--- config.mk ---
export PLATFORM = sky130hd
export DESIGN_NAME = multi_chan_counter
export DESIGN_NICKNAME = d
export VERILOG_FILES = /design/src/rtl/multi_chan_counter.sv
export SDC_FILE = /design/constraint.sdc
export NUM_CORES = 1
export LEC_CHECK = 0
export BUFFER_PORTS_ARGS = -buffer_cell sky130_fd_sc_hd__buf_2
export CORE_MARGIN = 2
export CORE_UTILIZATION = 45
export CTS_CLUSTER_SIZE = 30
export DETAILED_ROUTE_END_ITERATION = 6
export GPL_ROUTABILITY_DRIVEN = 0
export HOLD_SLACK_MARGIN = 0.02
export PLACE_DENSITY_LB_ADDON = 0.2
export RECOVER_POWER = 25
export REMOVE_ABC_BUFFERS = 1
export SYNTH_ARGS = -nofsm -noshare
export SYNTH_HDL_FRONTEND = slang
export SYNTH_SLANG_ARGS = --single-unit
export TNS_END_PERCENT = 50
--- constraint.sdc ---
create_clock -name clk -period 3.85 [get_ports clk]
set_input_delay 0 -clock clk [delete_from_list [all_inputs] [get_ports clk]]
set_output_delay 0 -clock clk [all_outputs]
set_load 0.02 [all_outputs]
--- src/rtl/multi_chan_counter.sv ---
// -----------------------------------------------------------------------------
// multi_chan_counter
//   Bank of CHANNELS independent WIDTH-bit up/down counters. Each channel has
//   its own enable, direction and synchronous load; a shared synchronous clear
//   zeroes every channel. Counting either wraps or saturates at the limits
//   0 and MAX_VAL. A one-cycle terminal-count pulse is produced per channel
//   whenever an enabled edge finds the channel at its limit in the count
//   direction, plus a registered OR of all those pulses.
//
// Ports
//   clk       in   rising-edge clock
//   rst_n     in   asynchronous active-low reset (count, tc, any_tc -> 0)
//   clr       in   synchronous clear, all channels (highest priority)
//   en        in   [CHANNELS]        per-channel count enable
//   up_dn     in   [CHANNELS]        1: count up, 0: count down
//   load      in   [CHANNELS]        per-channel synchronous load strobe
//   load_val  in   [CHANNELS*WIDTH]  load values, channel i at [i*WIDTH +: WIDTH]
//   count     out  [CHANNELS*WIDTH]  registered counts, same packing
//   tc        out  [CHANNELS]        registered terminal-count pulse
//   any_tc    out  registered OR of the per-channel tc next-state values
// -----------------------------------------------------------------------------
module multi_chan_counter #(
  parameter int WIDTH    = 9,
  parameter int CHANNELS = 4,
  parameter int SATURATE = 0,
  parameter int MAX_VAL  = (1 << WIDTH) - 1
) (
  input  logic                      clk,
  input  logic                      rst_n,
  input  logic                      clr,
  input  logic [CHANNELS-1:0]       en,
  input  logic [CHANNELS-1:0]       up_dn,
  input  logic [CHANNELS-1:0]       load,
  input  logic [CHANNELS*WIDTH-1:0] load_val,
  output logic [CHANNELS*WIDTH-1:0] count,
  output logic [CHANNELS-1:0]       tc,
  output logic                      any_tc
);

  localparam logic [WIDTH-1:0] MAX_C  = WIDTH'(MAX_VAL);
  localparam logic [WIDTH-1:0] ZERO_C = {WIDTH{1'b0}};
  localparam logic [WIDTH-1:0] ONE_C  = WIDTH'(1);
  localparam logic             SAT_C  = (SATURATE != 0);

  logic [CHANNELS*WIDTH-1:0] count_q, count_d;
  logic [CHANNELS-1:0]       tc_q, tc_d;
  logic                      any_tc_q, any_tc_d;

  // Per-channel next-state: clr > load > en > hold.
  always_comb begin
    count_d  = count_q;
    tc_d     = {CHANNELS{1'b0}};
    any_tc_d = 1'b0;
    for (int i = 0; i < CHANNELS; i++) begin
      if (clr) begin
        count_d[i*WIDTH +: WIDTH] = ZERO_C;
      end else if (load[i]) begin
        // Out-of-range load values clamp to the limit rather than truncate.
        if (load_val[i*WIDTH +: WIDTH] > MAX_C) begin
          count_d[i*WIDTH +: WIDTH] = MAX_C;
        end else begin
          count_d[i*WIDTH +: WIDTH] = load_val[i*WIDTH +: WIDTH];
        end
      end else if (en[i]) begin
        if (up_dn[i]) begin
          if (count_q[i*WIDTH +: WIDTH] == MAX_C) begin
            tc_d[i] = 1'b1;
            count_d[i*WIDTH +: WIDTH] = SAT_C ? MAX_C : ZERO_C;
          end else begin
            count_d[i*WIDTH +: WIDTH] = count_q[i*WIDTH +: WIDTH] + ONE_C;
          end
        end else begin
          if (count_q[i*WIDTH +: WIDTH] == ZERO_C) begin
            tc_d[i] = 1'b1;
            count_d[i*WIDTH +: WIDTH] = SAT_C ? ZERO_C : MAX_C;
          end else begin
            count_d[i*WIDTH +: WIDTH] = count_q[i*WIDTH +: WIDTH] - ONE_C;
          end
        end
      end else begin
        count_d[i*WIDTH +: WIDTH] = count_q[i*WIDTH +: WIDTH];
      end
    end
    // Summary is taken from next-state so it lines up with tc.
    any_tc_d = |tc_d;
  end

  // State registers with asynchronous reset.
  always_ff @(posedge clk or negedge rst_n) begin
    if (!rst_n) begin
      count_q  <= {(CHANNELS*WIDTH){1'b0}};
      tc_q     <= {CHANNELS{1'b0}};
      any_tc_q <= 1'b0;
    end else begin
      count_q  <= count_d;
      tc_q     <= tc_d;
      any_tc_q <= any_tc_d;
    end
  end

  assign count  = count_q;
  assign tc     = tc_q;
  assign any_tc = any_tc_q;

endmodule
==> results of run 1 <==
[synthesized netlist by cell type, types with 12 or more instances]
| library cell | n |
|---|---|
| nor2_1 | 38 |
| clkbuf_1 | 28 |
| inv_1 | 30 |
| o21ai_1 | 13 |
| nor3_1 | 24 |
| nand3_1 | 21 |
| a21oi_1 | 39 |
| nand2_1 | 43 |
| ha_1 | 12 |
| dfrtp_1 | 41 |
| o21ai_0 | 30 |
[registers in the layout, summed over array words and instances (netlist names)]
signal and flops:
count 36, tc 4, any_tc 1
[cells in the final DEF, fill, tap and decap left out, types with 3 or more instances in the layout]
| master | netlist | routed |
|---|---|---|
| dfrtp_1 | 41 | 41 |
| ha_1 | 12 | 12 |
| nor4_1 | 5 | 5 |
| inv_1 | 30 | 30 |
| and3_1 | 7 | 7 |
| a22o_1 | 3 | 3 |
| nand2_1 | 43 | 43 |
| a221oi_1 | 6 | 6 |
| mux2i_1 | 4 | 4 |
| xor2_1 | 8 | 8 |
| o221ai_1 | 5 | 5 |
| a22oi_1 | 4 | 4 |
| xnor2_1 | 11 | 11 |
| or3_1 | 5 | 5 |
| buf_2 | 8 | 61 |
| a31oi_1 | 9 | 9 |
| a211oi_1 | 11 | 11 |
| o22ai_1 | 5 | 5 |
| a311oi_1 | 3 | 3 |
| clkbuf_8 | 0 | 6 |
| nor3b_1 | 5 | 5 |
| nor3_1 | 24 | 24 |
| a21oi_1 | 39 | 39 |
| nor2_1 | 38 | 38 |
| o21ai_0 | 30 | 30 |
| dlygate4sd3_1 | 0 | 25 |
| or4_1 | 3 | 3 |
| clkbuf_1 | 28 | 31 |
| nand3_1 | 21 | 21 |
| nand4_1 | 7 | 7 |
| nor2b_1 | 10 | 10 |
| a21o_1 | 3 | 3 |
| nand2b_1 | 7 | 7 |
| o21ai_1 | 13 | 13 |
| o31ai_1 | 3 | 3 |
[cell families (layout without fill, tap and decap cells)]
kind of cell             count (synthesis)  after routing  share of synthesized area
XOR/XNOR                                19             19                     0.0442
AND/OR/NAND/NOR                        194            194                      0.279
flip-flops                              41             41                      0.272
multiplexers                             7              7                     0.0196
adder cells (fa/ha/maj)                 12             12                     0.0398
AO/OA/AOI/OAI                          156            156                      0.267
buffers and inverters                   72            154                     0.0784
[metal layers]
| layer | track usage | up-vias | share of wire |
|---|---|---|---|
| li1 | - | 1993 | - |
| met4 | 0.0548 | 0 | 0.0094 |
| met3 | 0.0340 | 8 | 0.045 |
| met5 | 0 | - | 0 |
| met2 | 0.397 | 104 | 0.48 |
| met1 | 0.327 | 1947 | 0.47 |
[power breakdown]
group	switching (W)	internal, W	total, W
Clock	0.000158	0.000143	0.000301
Sequential	0.0000814	0.000461	0.000542
Combinational	0.000249	0.000184	0.000433
Total	0.000489	0.000787	0.00128
[layout make-up]
cell class                 instances  share of cell area
tap                              105              0.0293
inverter                          30              0.0251
timing repair buffer             117               0.151
multi-input combinational        388               0.546
clock buffer                       7              0.0193
sequential                        41               0.229
[worst reg2reg max path: cells and delay by family (launching register included)]
kind          cells  cell delay (ns)
simple gates      5             1.22
fa+ha+maj         2             0.56
flops             1             0.49
[final timing paths]
kind                       depth (start not counted)  slack, ns   endpoint
min in group asynchronous                          2       0.42  count[13]
min reg2reg                                        2       0.70   count[0]
min                                                4       0.03  count[13]
max in group asynchronous                          2       2.81  count[25]
max                                                7       1.46     any_tc
max reg2reg                                        7       1.46     any_tc
[per-stage QoR]
step	instance area (sq um)	hold slack (ns)	utilization	power, W	worst slack (ns)
floorplan	3590	-0.296	-	0.000803	1.59
global placement	4180	0.209	0.511	0.000960	1.51
detailed placement	4180	0.217	0.511	0.000966	1.51
CTS	4520	0.0206	0.552	0.00129	1.48
global route	4480	0.0446	0.548	0.00136	1.28
finish	4480	0.0310	0.548	0.00128	1.46
==> metrics.md, run 1 <==
| Metric | Value |
|---|---|
| Status | finished, final reports clean |
| Count of final setup violators | 0 |
| Pwr dens | 285 nW/um^2 |
| First-pass GRT wire length | ~17,000 um |
| Relative slew slack | 0.325 |
| I/O Buffers | just over 90 |
| Die Span Y | approximately 96 um |
| DRT Wirelength | 10,900 um |
| GRT overflow | 0 |
| Non-filler cells, final | 688 |
| VDD IR max | 0.148 mV |
| Fin. max-slew vios | 0 |
| Seq/Total Area, Yosys | 0.272 |
| Max-Cap Viols | 0 |
| Yosys top cell by area | dfrtp_1 |
| Critical Path AT | around 2.6 ns |
| Startpoint types | flip-flop |
| RSZ-0062 raised after global routing | no |
| Slew @ Worst Pin | around 1.0 ns |
| Worst reg2reg startpoint | count[27] |
| Final worst path period need | 2.39 ns |
| LEAKAGE | 1.90 nW |
| Post-synth EDFFs | 0 |
| # clock sinks | about 40 |
| CTS tree | done |
| Largest net degree at the start of global routing | 42 |
| TritonCTS buffer count | 5 |
| Buffers and inverters on the worst path | 0 |
| Gr usage total | 0.238 |
| H-tree depth | 2 |
| Antenna diodes | 0 |
| Post-synthesis cell area | 3770 sq um |
| Via-to-Cell Ratio | 5.89 |
| Cell variety after synth | 69 |
| Post-CTS Resized | 0 |
| FF+latch area | 1030 sq um |
| Synth top area share | 0.272 |
| Core Footprint | 8180 sq um |
| Initial antenna violation count | 0 |
| CP Max Fanout | 10 |
| Synth Area per Inst | approximately 7.5 sq um |
| Cell count after synthesis | 501 |
| NumNets Final | 646 |
| DR pass1 iterations | 4 |
| Cells after DPL | ~660 |
| CP Data Required Time | 4.01 ns |
| Die area | 9120 sq um |
| CP endpoint kind | flip-flop |
| FILL cells | between 800 and 900 |
| Cell Rows | 33 |
| Critical Path Most Common Cell | ha_1 |
| CTS clk-pin slew, worst paths | roughly 0.080 ns |
| Area occupied by multi-input gates | 2450 sq um |
| Async set or reset register ratio after synthesis | 1.00 |
| Area growth from synthesis to layout | 18.9% |
| Iter 0 DRT Violations | 126 |
| Die X | 95.5 um |
| Delay-heaviest family, CP | simple AND/OR/NAND/NOR gates |
| Setup TNS | 0 ns |
| Wire per inst | 15.8 um |
| Fmax | about 420 MHz |
| Crit path launch | count[27] |
| Slowest Stage Delay on Critical Path | 0.52 ns |
| Starting density of the core | 0.461 |
| Number of top-level pins | 92 |
| Vias in the first global route | between 3k and 4k |
| FF+latch count, synth | slightly above 40 |
| Root buffer cell | clkbuf_8 |
| Worst min-delay path class | primary input to flip-flop |
| Synthesis Warnings | 0 |
| Post-DP HPWL | 7550 um |
| Synth area leaders | dfrtp_1 (27%), a21oi_1 (5.2%), nand2_1 (4.3%) |
| Worst-Skew Late Latency | 0.29 ns |
| Clk_skew | 0.00960 ns |
| Top FF cell, synth | dfrtp_1 |
| Vias | 4,052 |
| Crit Path Class | flip-flop to flip-flop |
| CP max-delay cell | or4_1 |
| Tcrit/Tclk final | 0.620 |
| Hold Buf Count CTS | 25 |
| Post-route ant nets | 0 |
| Worst path cell trace | ha_1 > nand4_1 > nor2_1 > ha_1 > nor2b_1 > nor3_1 > or4_1 |
| Layout cell share with drive strength beyond 1 | 0.136 |
| # DRC | 0 |
| Final hold violations | 0 |
| Setup bufs post-CTS | 0 |
| Worst Min Path Start | load_val[13] |
| Longest Clk Path Bufs | 2 |
(Power assumes the default switching activity.)
==> inputs of run 2 (changes only) <==
--- a/config.mk
+++ b/config.mk
@@ -5,6 +5,7 @@
 export SDC_FILE = /design/constraint.sdc
 export NUM_CORES = 1
 export LEC_CHECK = 0
+export ABC_AREA = 1
 export BUFFER_PORTS_ARGS = -buffer_cell sky130_fd_sc_hd__buf_2
 export CORE_MARGIN = 2
 export CORE_UTILIZATION = 45
==> constraint.sdc (replaced) <==
create_clock -name clk -period 1.9 [get_ports clk]
set_input_delay 0 -clock clk [delete_from_list [all_inputs] [get_ports clk]]
set_output_delay 0 -clock clk [all_outputs]
set_load 0.02 [all_outputs]
==> run 2 against run 1 <==
  * Critical path depth grew 4
  * Clock power grew 150%
  * Setup slack lost 1.5 ns
  * Utilization grew 3.7 points
  * Worst hold slack lost 0.0034 ns
  * Register-to-register slack lost 1.5 ns
  * Design area grew 12%
  * Critical path type unchanged
  * Highest routed layer unchanged
==> metrics.md, run 2 <==
| Metric | Value |
|---|---|
| WHS | 0.0276 ns (was 0.0310 ns) |
| Fin. max-slew vios | 0 (unchanged) |
| Most common cell in the synthesized netlist | nand2_1 (unchanged) |
| Cell variety after synth | 32 (was 69) |
| Most frequent cells in the layout | nand2_1 (242), buf_2 (91), nand3_1 (65), inv_1 (64), nor2_1 (58) (was buf_2 (61), nand2_1 (43), dfrtp_1 (41), a21oi_1 (39), nor2_1 (38)) |
| Yosys top cell by area | dfrtp_1 (unchanged) |
| CTS tree | done (unchanged) |
| Cell Rows | 34 (was 33) |
| Area after DPL | 4590 sq um (was 4180 sq um) |
| First-pass GRT wire length | 19,500 um (was 17,500 um) |
| Via-to-Cell Ratio | 5.25 (was 5.89) |
| CP Data Required Time | 2.08 ns (was 4.01 ns) |
| Seq/Total Area, Yosys | 0.262 (was 0.272) |
| # clock sinks | 41 (unchanged) |
| FF+latch area | 1030 sq um (unchanged) |
| Startpoint types | flip-flop (unchanged) |
| Layout cell share with drive strength beyond 1 | 0.259 (was 0.136) |
| Synth top area share | 0.262 (was 0.272) |
| # DRC | 0 (unchanged) |
| Pwr dens | 593 nW/um^2 (was 285 nW/um^2) |
| I/O Buffers | 91 (unchanged) |
| Final worst path period need | 1.90 ns (was 2.39 ns) |
| Status | finished, final reports clean (unchanged) |
| Post-route ant nets | 0 (unchanged) |
| GRT overflow | 0 (unchanged) |
| Crit path launch | count[27] (unchanged) |
| Worst reg2reg startpoint | count[27] (unchanged) |
| Cell count after synthesis | 659 (was 501) |
| Fmax | 526 MHz (was 419 MHz) |
| Worst min-delay path class | primary input to flip-flop (unchanged) |
| Area occupied by multi-input gates | 2680 sq um (was 2450 sq um) |
| Wire per inst | 13.4 um (was 15.8 um) |
| VDD IR max | 0.271 mV (was 0.148 mV) |
| Post-DP HPWL | 8530 um (was 7550 um) |
| Critical Path AT | 2.08 ns (was 2.55 ns) |
| Starting density of the core | 0.456 (was 0.461) |
| Die area | 9480 sq um (was 9120 sq um) |
| Area growth from synthesis to layout | 28.1% (was 18.9%) |
| H-tree depth | 2 (unchanged) |
| RSZ-0062 raised after global routing | yes (was no) |
| Longest Clk Path Bufs | 2 (unchanged) |
| Top FF cell, synth | dfrtp_1 (unchanged) |
| Initial antenna violation count | 0 (unchanged) |
| Number of flip-flops in the largest register | 36 (unchanged) |
| Post-route cell area | 5020 sq um (was 4480 sq um) |
| Iter 0 DRT Violations | 184 (was 126) |
| Final hold violations | 0 (unchanged) |
| Crit path to | count[27] (was any_tc) |
| CTS clk-pin slew, worst paths | 0.08 ns (about the same) |
| Synthesis Warnings | 0 (unchanged) |
| Largest net degree at the start of global routing | 42 (unchanged) |
| Final WS setup | 0.000113 ns (was 1.46 ns) |
| DR pass1 iterations | 5 (was 4) |
| CP Max Fanout | 4 (was 10) |
| Post-synthesis cell area | 3920 sq um (was 3770 sq um) |
| NumNets Final | 838 (was 646) |
| DRT Wirelength | 11,900 um (was 10,900 um) |
| LEAKAGE | 2.71 nW (was 1.90 nW) |
| CP endpoint kind | flip-flop (unchanged) |
| Die Span Y | 97.4 um (was 95.5 um) |
| Die X | 97.4 um (was 95.5 um) |
| Synth top cells by count | nand2_1 (246), nand3_1 (72), inv_1 (67) (was nand2_1 (43), dfrtp_1 (41), a21oi_1 (39)) |
| Flop2flop setup slack | 0.0001 ns (was 1.46 ns) |
| Post-synth EDFFs | 0 (unchanged) |
| Relative slew slack | 0.224 (was 0.325) |
| Most common cell after layout, fill and taps aside | nand2_1 (was buf_2) |
| Root buffer cell | clkbuf_8 (unchanged) |
| Place WS | -0.0156 ns (was 1.51 ns) |
| Tcrit/Tclk final | 1.00 (was 0.620) |
| Vias in the first global route | 4,145 (was 3,626) |
| Slew @ Worst Pin | 1.16 ns (was 1.01 ns) |
| Async set or reset register ratio after synthesis | 1.00 (unchanged) |
| Vias | 4,639 (was 4,052) |
| Count of final setup violators | 0 (unchanged) |
| Core Footprint | 8590 sq um (was 8180 sq um) |
| FF+latch count, synth | 41 (unchanged) |
| Synth Area per Inst | 5.95 sq um (was 7.52 sq um) |
| Synth area leaders | dfrtp_1 (26%), nand2_1 (24%), nand3_1 (9.2%) (was dfrtp_1 (27%), a21oi_1 (5.2%), nand2_1 (4.3%)) |
| Max-Cap Viols | 0 (unchanged) |
| Number of top-level pins | 92 (unchanged) |
| Crit Path Class | flip-flop to flip-flop (unchanged) |
| Gr usage total | 0.243 (was 0.238) |
| Cells on worst reg2reg path | 11 (was 7) |
| Reg-to-reg endpoint | count[27] (was any_tc) |
| Antenna diodes | 0 (unchanged) |
| Worst Min Path Start | load_val[1] (was load_val[13]) |
| FILL cells | 863 (was 814) |
| Worst-Skew Late Latency | 0.29 ns (about the same) |
| Clk_skew | 0.0119 ns (was 0.00960 ns) |
| TritonCTS buffer count | 5 (unchanged) |
run 2: layout make-up:
type	instances	area share
Inverter	74	0.0553
Sequential cell	41	0.204
Timing Repair Buffer	134	0.156
Multi-Input combinational cell	519	0.533
Clock buffer	6	0.0164
Clock inverter	2	0.00747
Tap cell	108	0.0269
run 2: cells by family (layout without fill, tap and decap cells):
logic type,Yosys count,in the layout,share of synthesized area
simple gates,421,421,0.459
buf+inv,99,216,0.111
compound gates,76,76,0.108
flops,41,41,0.262
fa+ha+maj,12,12,0.0383
xor+xnor,10,10,0.0223
run 2: routing by layer:
layer	routed length [um]	global-route usage	vias up
met5	0	0	-
met4	119	0.0459	0
met3	828	0.0288	10
met2	5540	0.395	190
met1	5370	0.351	2102
li1	-	-	2337
run 2: report_power, final:
part | leakage (nW) | internal, W | total (W) | switching (W)
clock network | 0.0574 | 0.000428 | 0.000748 | 0.000320
logic | 2.11 | 0.000447 | 0.00120 | 0.000757
registers | 0.541 | 0.000942 | 0.00103 | 0.0000839
total | 2.71 | 0.00182 | 0.00298 | 0.00116
run 2: how the worst min path moves through the flow:
| stage | to | slack (ns) | depth (start not counted) |
|---|---|---|---|
| after floorplan | any_tc | -0.30 | 0 |
| after global placement | count[32] | 0.11 | 2 |
| after detailed placement | count[34] | 0.12 | 2 |
| after CTS | count[24] | 0.02 | 5 |
| after global routing | count[1] | 0.04 | 3 |
| final | count[1] | 0.03 | 3 |
run 2: what timing repair did:
item,CTS,global route
gates resized for setup,4,58
hold buffers,4,0
hold endpoints to repair,44,0
setup endpoints to repair,5,37
pin swaps,1,9
buffers inserted,0,8
run 2: per-stage QoR:
step	util	instances	power, W	setup TNS, ns
2_1_floorplan	-	634	0.00175	-0.347
3_3_place_gp	0.534	864	0.00214	-0.00318
3_5_place_dp	0.534	864	0.00216	-0.0304
5_1_grt	0.585	884	0.00319	-0.461
6_report	0.585	884	0.00298	0
4_1_cts	0.554	876	0.00292	0
run 2: critical path: stages (launching register included):
cell,delay (ns)
dfrtp_1,0.40
ha_4,0.18
nand3_4,0.09
nor2_4,0.14
nand2_2,0.07
nor3_2,0.13
ha_2,0.30
nand2_2,0.11
a21oi_2,0.12
o21ai_1,0.07
o2111ai_1,0.08
nand2_1,0.08
==> inputs of run 3 (changes only) <==
--- a/config.mk
+++ b/config.mk
@@ -5,10 +5,10 @@
 export SDC_FILE = /design/constraint.sdc
 export NUM_CORES = 1
 export LEC_CHECK = 0
-export ABC_AREA = 1
 export BUFFER_PORTS_ARGS = -buffer_cell sky130_fd_sc_hd__buf_2
 export CORE_MARGIN = 2
 export CORE_UTILIZATION = 45
+export CTS_BUF_LIST = sky130_fd_sc_hd__clkbuf_8 sky130_fd_sc_hd__clkbuf_16
 export CTS_CLUSTER_SIZE = 30
 export DETAILED_ROUTE_END_ITERATION = 6
 export GPL_ROUTABILITY_DRIVEN = 0
==> run 3 against run 2 <==
  * Critical endpoint is now count[29]
  * The run now ends with setup timing left
  * Non-clock buffer count is 76 higher
  * Die area decreased by 3.8%
  * First-iteration DRC count decreased by 9.2%
  * Clock power is essentially flat
  * Flip-flop and latch count unchanged
  * Combinational power is 10% higher
  * Fmax decreased by 5.3%
  * Critical path type unchanged
==> metrics.md, run 3 (synthesis gave the netlist of run 1 again) <==
| Metric | Value |
|---|---|
| Crit Path Class | flip-flop to flip-flop (unchanged) |
| Layout cell share with drive strength beyond 1 | 0.384 (was 0.259) |
| CP Data Required Time | 2.08 ns (about the same) |
| Setup TNS | -0.754 ns (was 0 ns) |
| Starting density of the core | 0.461 (was 0.456) |
| Final WS setup | -0.106 ns (was 0.000113 ns) |
| Die area | 9120 sq um (was 9480 sq um) |
| Fmax | 498 MHz (was 526 MHz) |
| Relative slew slack | 0.253 (was 0.224) |
| Post-route cell area | 5610 sq um (was 5020 sq um) |
| Core Footprint | 8180 sq um (was 8590 sq um) |
| Slowest Stage Delay on Critical Path | 0.45 ns (was 0.40 ns) |
| Initial antenna violation count | 0 (unchanged) |
| H-tree depth | 2 (unchanged) |
| Wire length on met3 | 677 um (was 828 um) |
| Worst min-delay path class | primary input to flip-flop (unchanged) |
| Startpoint types | flip-flop (unchanged) |
| LEAKAGE | 2.56 nW (was 2.71 nW) |
| Tcrit/Tclk final | 1.06 (was 1.00) |
| Die X | 95.5 um (was 97.4 um) |
| VDD IR max | 0.291 mV (was 0.271 mV) |
| Iter 0 DRT Violations | 167 (was 184) |
| Slew @ Worst Pin | 1.12 ns (was 1.16 ns) |
| Met2 wire len | 6010 um (was 5540 um) |
| Vias | 4,482 (was 4,639) |
| CP Max Fanout | 6 (was 4) |
| Most common cell after layout, fill and taps aside | buf_2 (was nand2_1) |
| Status | complete, but fails checks (was finished, final reports clean) |
| Antenna diodes | 0 (unchanged) |
| Total power | 0.00307 W (was 0.00298 W) |
| Number of top-level pins | 92 (unchanged) |
| Critical Path AT | 2.18 ns (was 2.08 ns) |
| Violated checks | setup timing |
| Pwr dens | 547 nW/um^2 (was 593 nW/um^2) |
| # clock sinks | 41 (unchanged) |
| Worst Min Path Start | load_val[2] (was load_val[1]) |
| Longest Clk Path Bufs | 2 (unchanged) |
| Top routing layer used | met4 (unchanged) |
| RSZ-0062 raised after global routing | yes (unchanged) |
| Wire per inst | 15.7 um (was 13.4 um) |
| CP max-delay cell | dfrtp_1 (unchanged) |
| DR pass1 iterations | 4 (was 5) |
| NumNets Final | 739 (was 838) |
| CP endpoint kind | flip-flop (unchanged) |
| Gr usage total | 0.259 (was 0.243) |
| Worst path cell trace | ha_2 > nand4_1 > nor2_1 > ha_2 > buf_4 > a21oi_1 > o22ai_1 > a21oi_1 > a22o_1 (was ha_4 > nand3_4 > nor2_4 > nand2_2 > nor3_2 > ha_2 > nand2_2 > a21oi_2 > o21ai_1 > o2111ai_1 > nand2_1) |
| CTS tree | done (unchanged) |
| # DRC | 0 (unchanged) |
| Area growth from synthesis to layout | 48.8% (was 28.1%) |
| Post-DP HPWL | 8380 um (was 8530 um) |
| Most frequent cells in the layout | buf_2 (91), buf_4 (84), nand2_1 (41), dfrtp_1 (40), nor2_1 (37) (was nand2_1 (242), buf_2 (91), nand3_1 (65), inv_1 (64), nor2_1 (58)) |
| Number of flip-flops in the largest register | 36 (unchanged) |
| Vias in the first global route | 4,005 (was 4,145) |
| Max-Cap Viols | 0 (unchanged) |
| Cell Rows | 33 (was 34) |
| Root buffer cell | clkbuf_8 (unchanged) |
| Fin. max-slew vios | 0 (unchanged) |
| Crit path launch | count[27] (unchanged) |
| Largest net degree at the start of global routing | 42 (unchanged) |
| Post-route ant nets | 0 (unchanged) |
| Count of final setup violators | 14 (was 0) |
| DRT Wirelength | 12,300 um (was 11,900 um) |
| Die Span Y | 95.5 um (was 97.4 um) |
| I/O Buffers | 91 (unchanged) |
| TritonCTS buffer count | 5 (unchanged) |
| Final hold violations | 0 (unchanged) |
| Area after DPL | 4740 sq um (was 4590 sq um) |
| Routed metal-1 wire length | 5480 um (was 5370 um) |
| CTS clk-pin slew, worst paths | 0.09 ns (was 0.08 ns) |
| Clk_skew | 0.0109 ns (was 0.0119 ns) |
| Via-to-Cell Ratio | 5.73 (was 5.25) |
| Final worst path period need | 2.01 ns (was 1.90 ns) |
| Worst-Skew Late Latency | 0.29 ns (about the same) |
| First-pass GRT wire length | 18,900 um (was 19,500 um) |
| GRT overflow | 0 (unchanged) |
| Worst reg2reg startpoint | count[27] (unchanged) |
-- run 3: cell types whose count changed in the layout (fill, tap and decap cells not counted), sizes merged, moves of 12 or more --
cell	previous run	this run
nor2	78	39
nor3	6	25
a211oi	0	12
a21oi	13	39
inv	69	31
buf	129	183
nand3	75	22
dlygate4sd3	4	26
nand2	254	44
-- run 3: metal layers --
layer  global-route usage  vias to the layer above
met5                    0                        -
met4               0.0690                        0
met3               0.0340                       13
met2                0.434                      145
met1                0.352                     2134
li1                     -                     2190
-- run 3: power by group --
group,internal (W),switching (W)
Combinational,0.000606,0.000717
Sequential,0.000936,0.0000635
Clock,0.000424,0.000321
Total,0.00197,0.00110
-- run 3: what timing repair did --
action,CTS,global route
hold buffers,26,0
pin swaps,19,32
endpoints found under the setup margin,19,29
buffers inserted,4,13
endpoints found under the hold margin,66,0
gates resized for setup,20,65
-- run 3: path summary, 6_finish.rpt --
path | endpoint | cells after the start | slack (ns)
worst max-delay path | count[29] | 9 | -0.11
worst min register to register | count[0] | 3 | 0.72
worst min-delay path | count[2] | 3 | 0.04
worst max register to register | count[29] | 9 | -0.11
min in group asynchronous | count[13] | 3 | 0.52
max in group asynchronous | count[23] | 3 | 0.61
-- run 3: final cells by class --
cell class | count | area (sq um)
multi-input combinational | 388 | 2780
fill | 685 | 2570
timing repair buffer | 210 | 1440
sequential | 41 | 1030
tap | 105 | 131
inverter | 30 | 113
clock buffer | 6 | 82.6
clock inverter | 2 | 33.8
-- run 3: worst max-delay path, delay by kind of cell (launching register included) --
kind | cells | cell delay [ns]
DFF | 1 | 0.45
buffers and inverters | 1 | 0.16
and+or+nand+nor | 2 | 0.31
AOI/OAI and AO/OA | 4 | 0.54
adders and majority gates | 2 | 0.46
-- run 3: metrics by stage --
step	hold slack [ns]	worst slack, ns	cells	utilization
2_1_floorplan	-0.296	-0.361	459	-
3_3_place_gp	0.125	-0.137	731	0.580
3_5_place_dp	0.114	-0.189	731	0.580
4_1_cts	0.0336	-0.138	769	0.638
5_1_grt	0.0442	-0.201	782	0.686
6_report	0.0369	-0.106	782	0.686
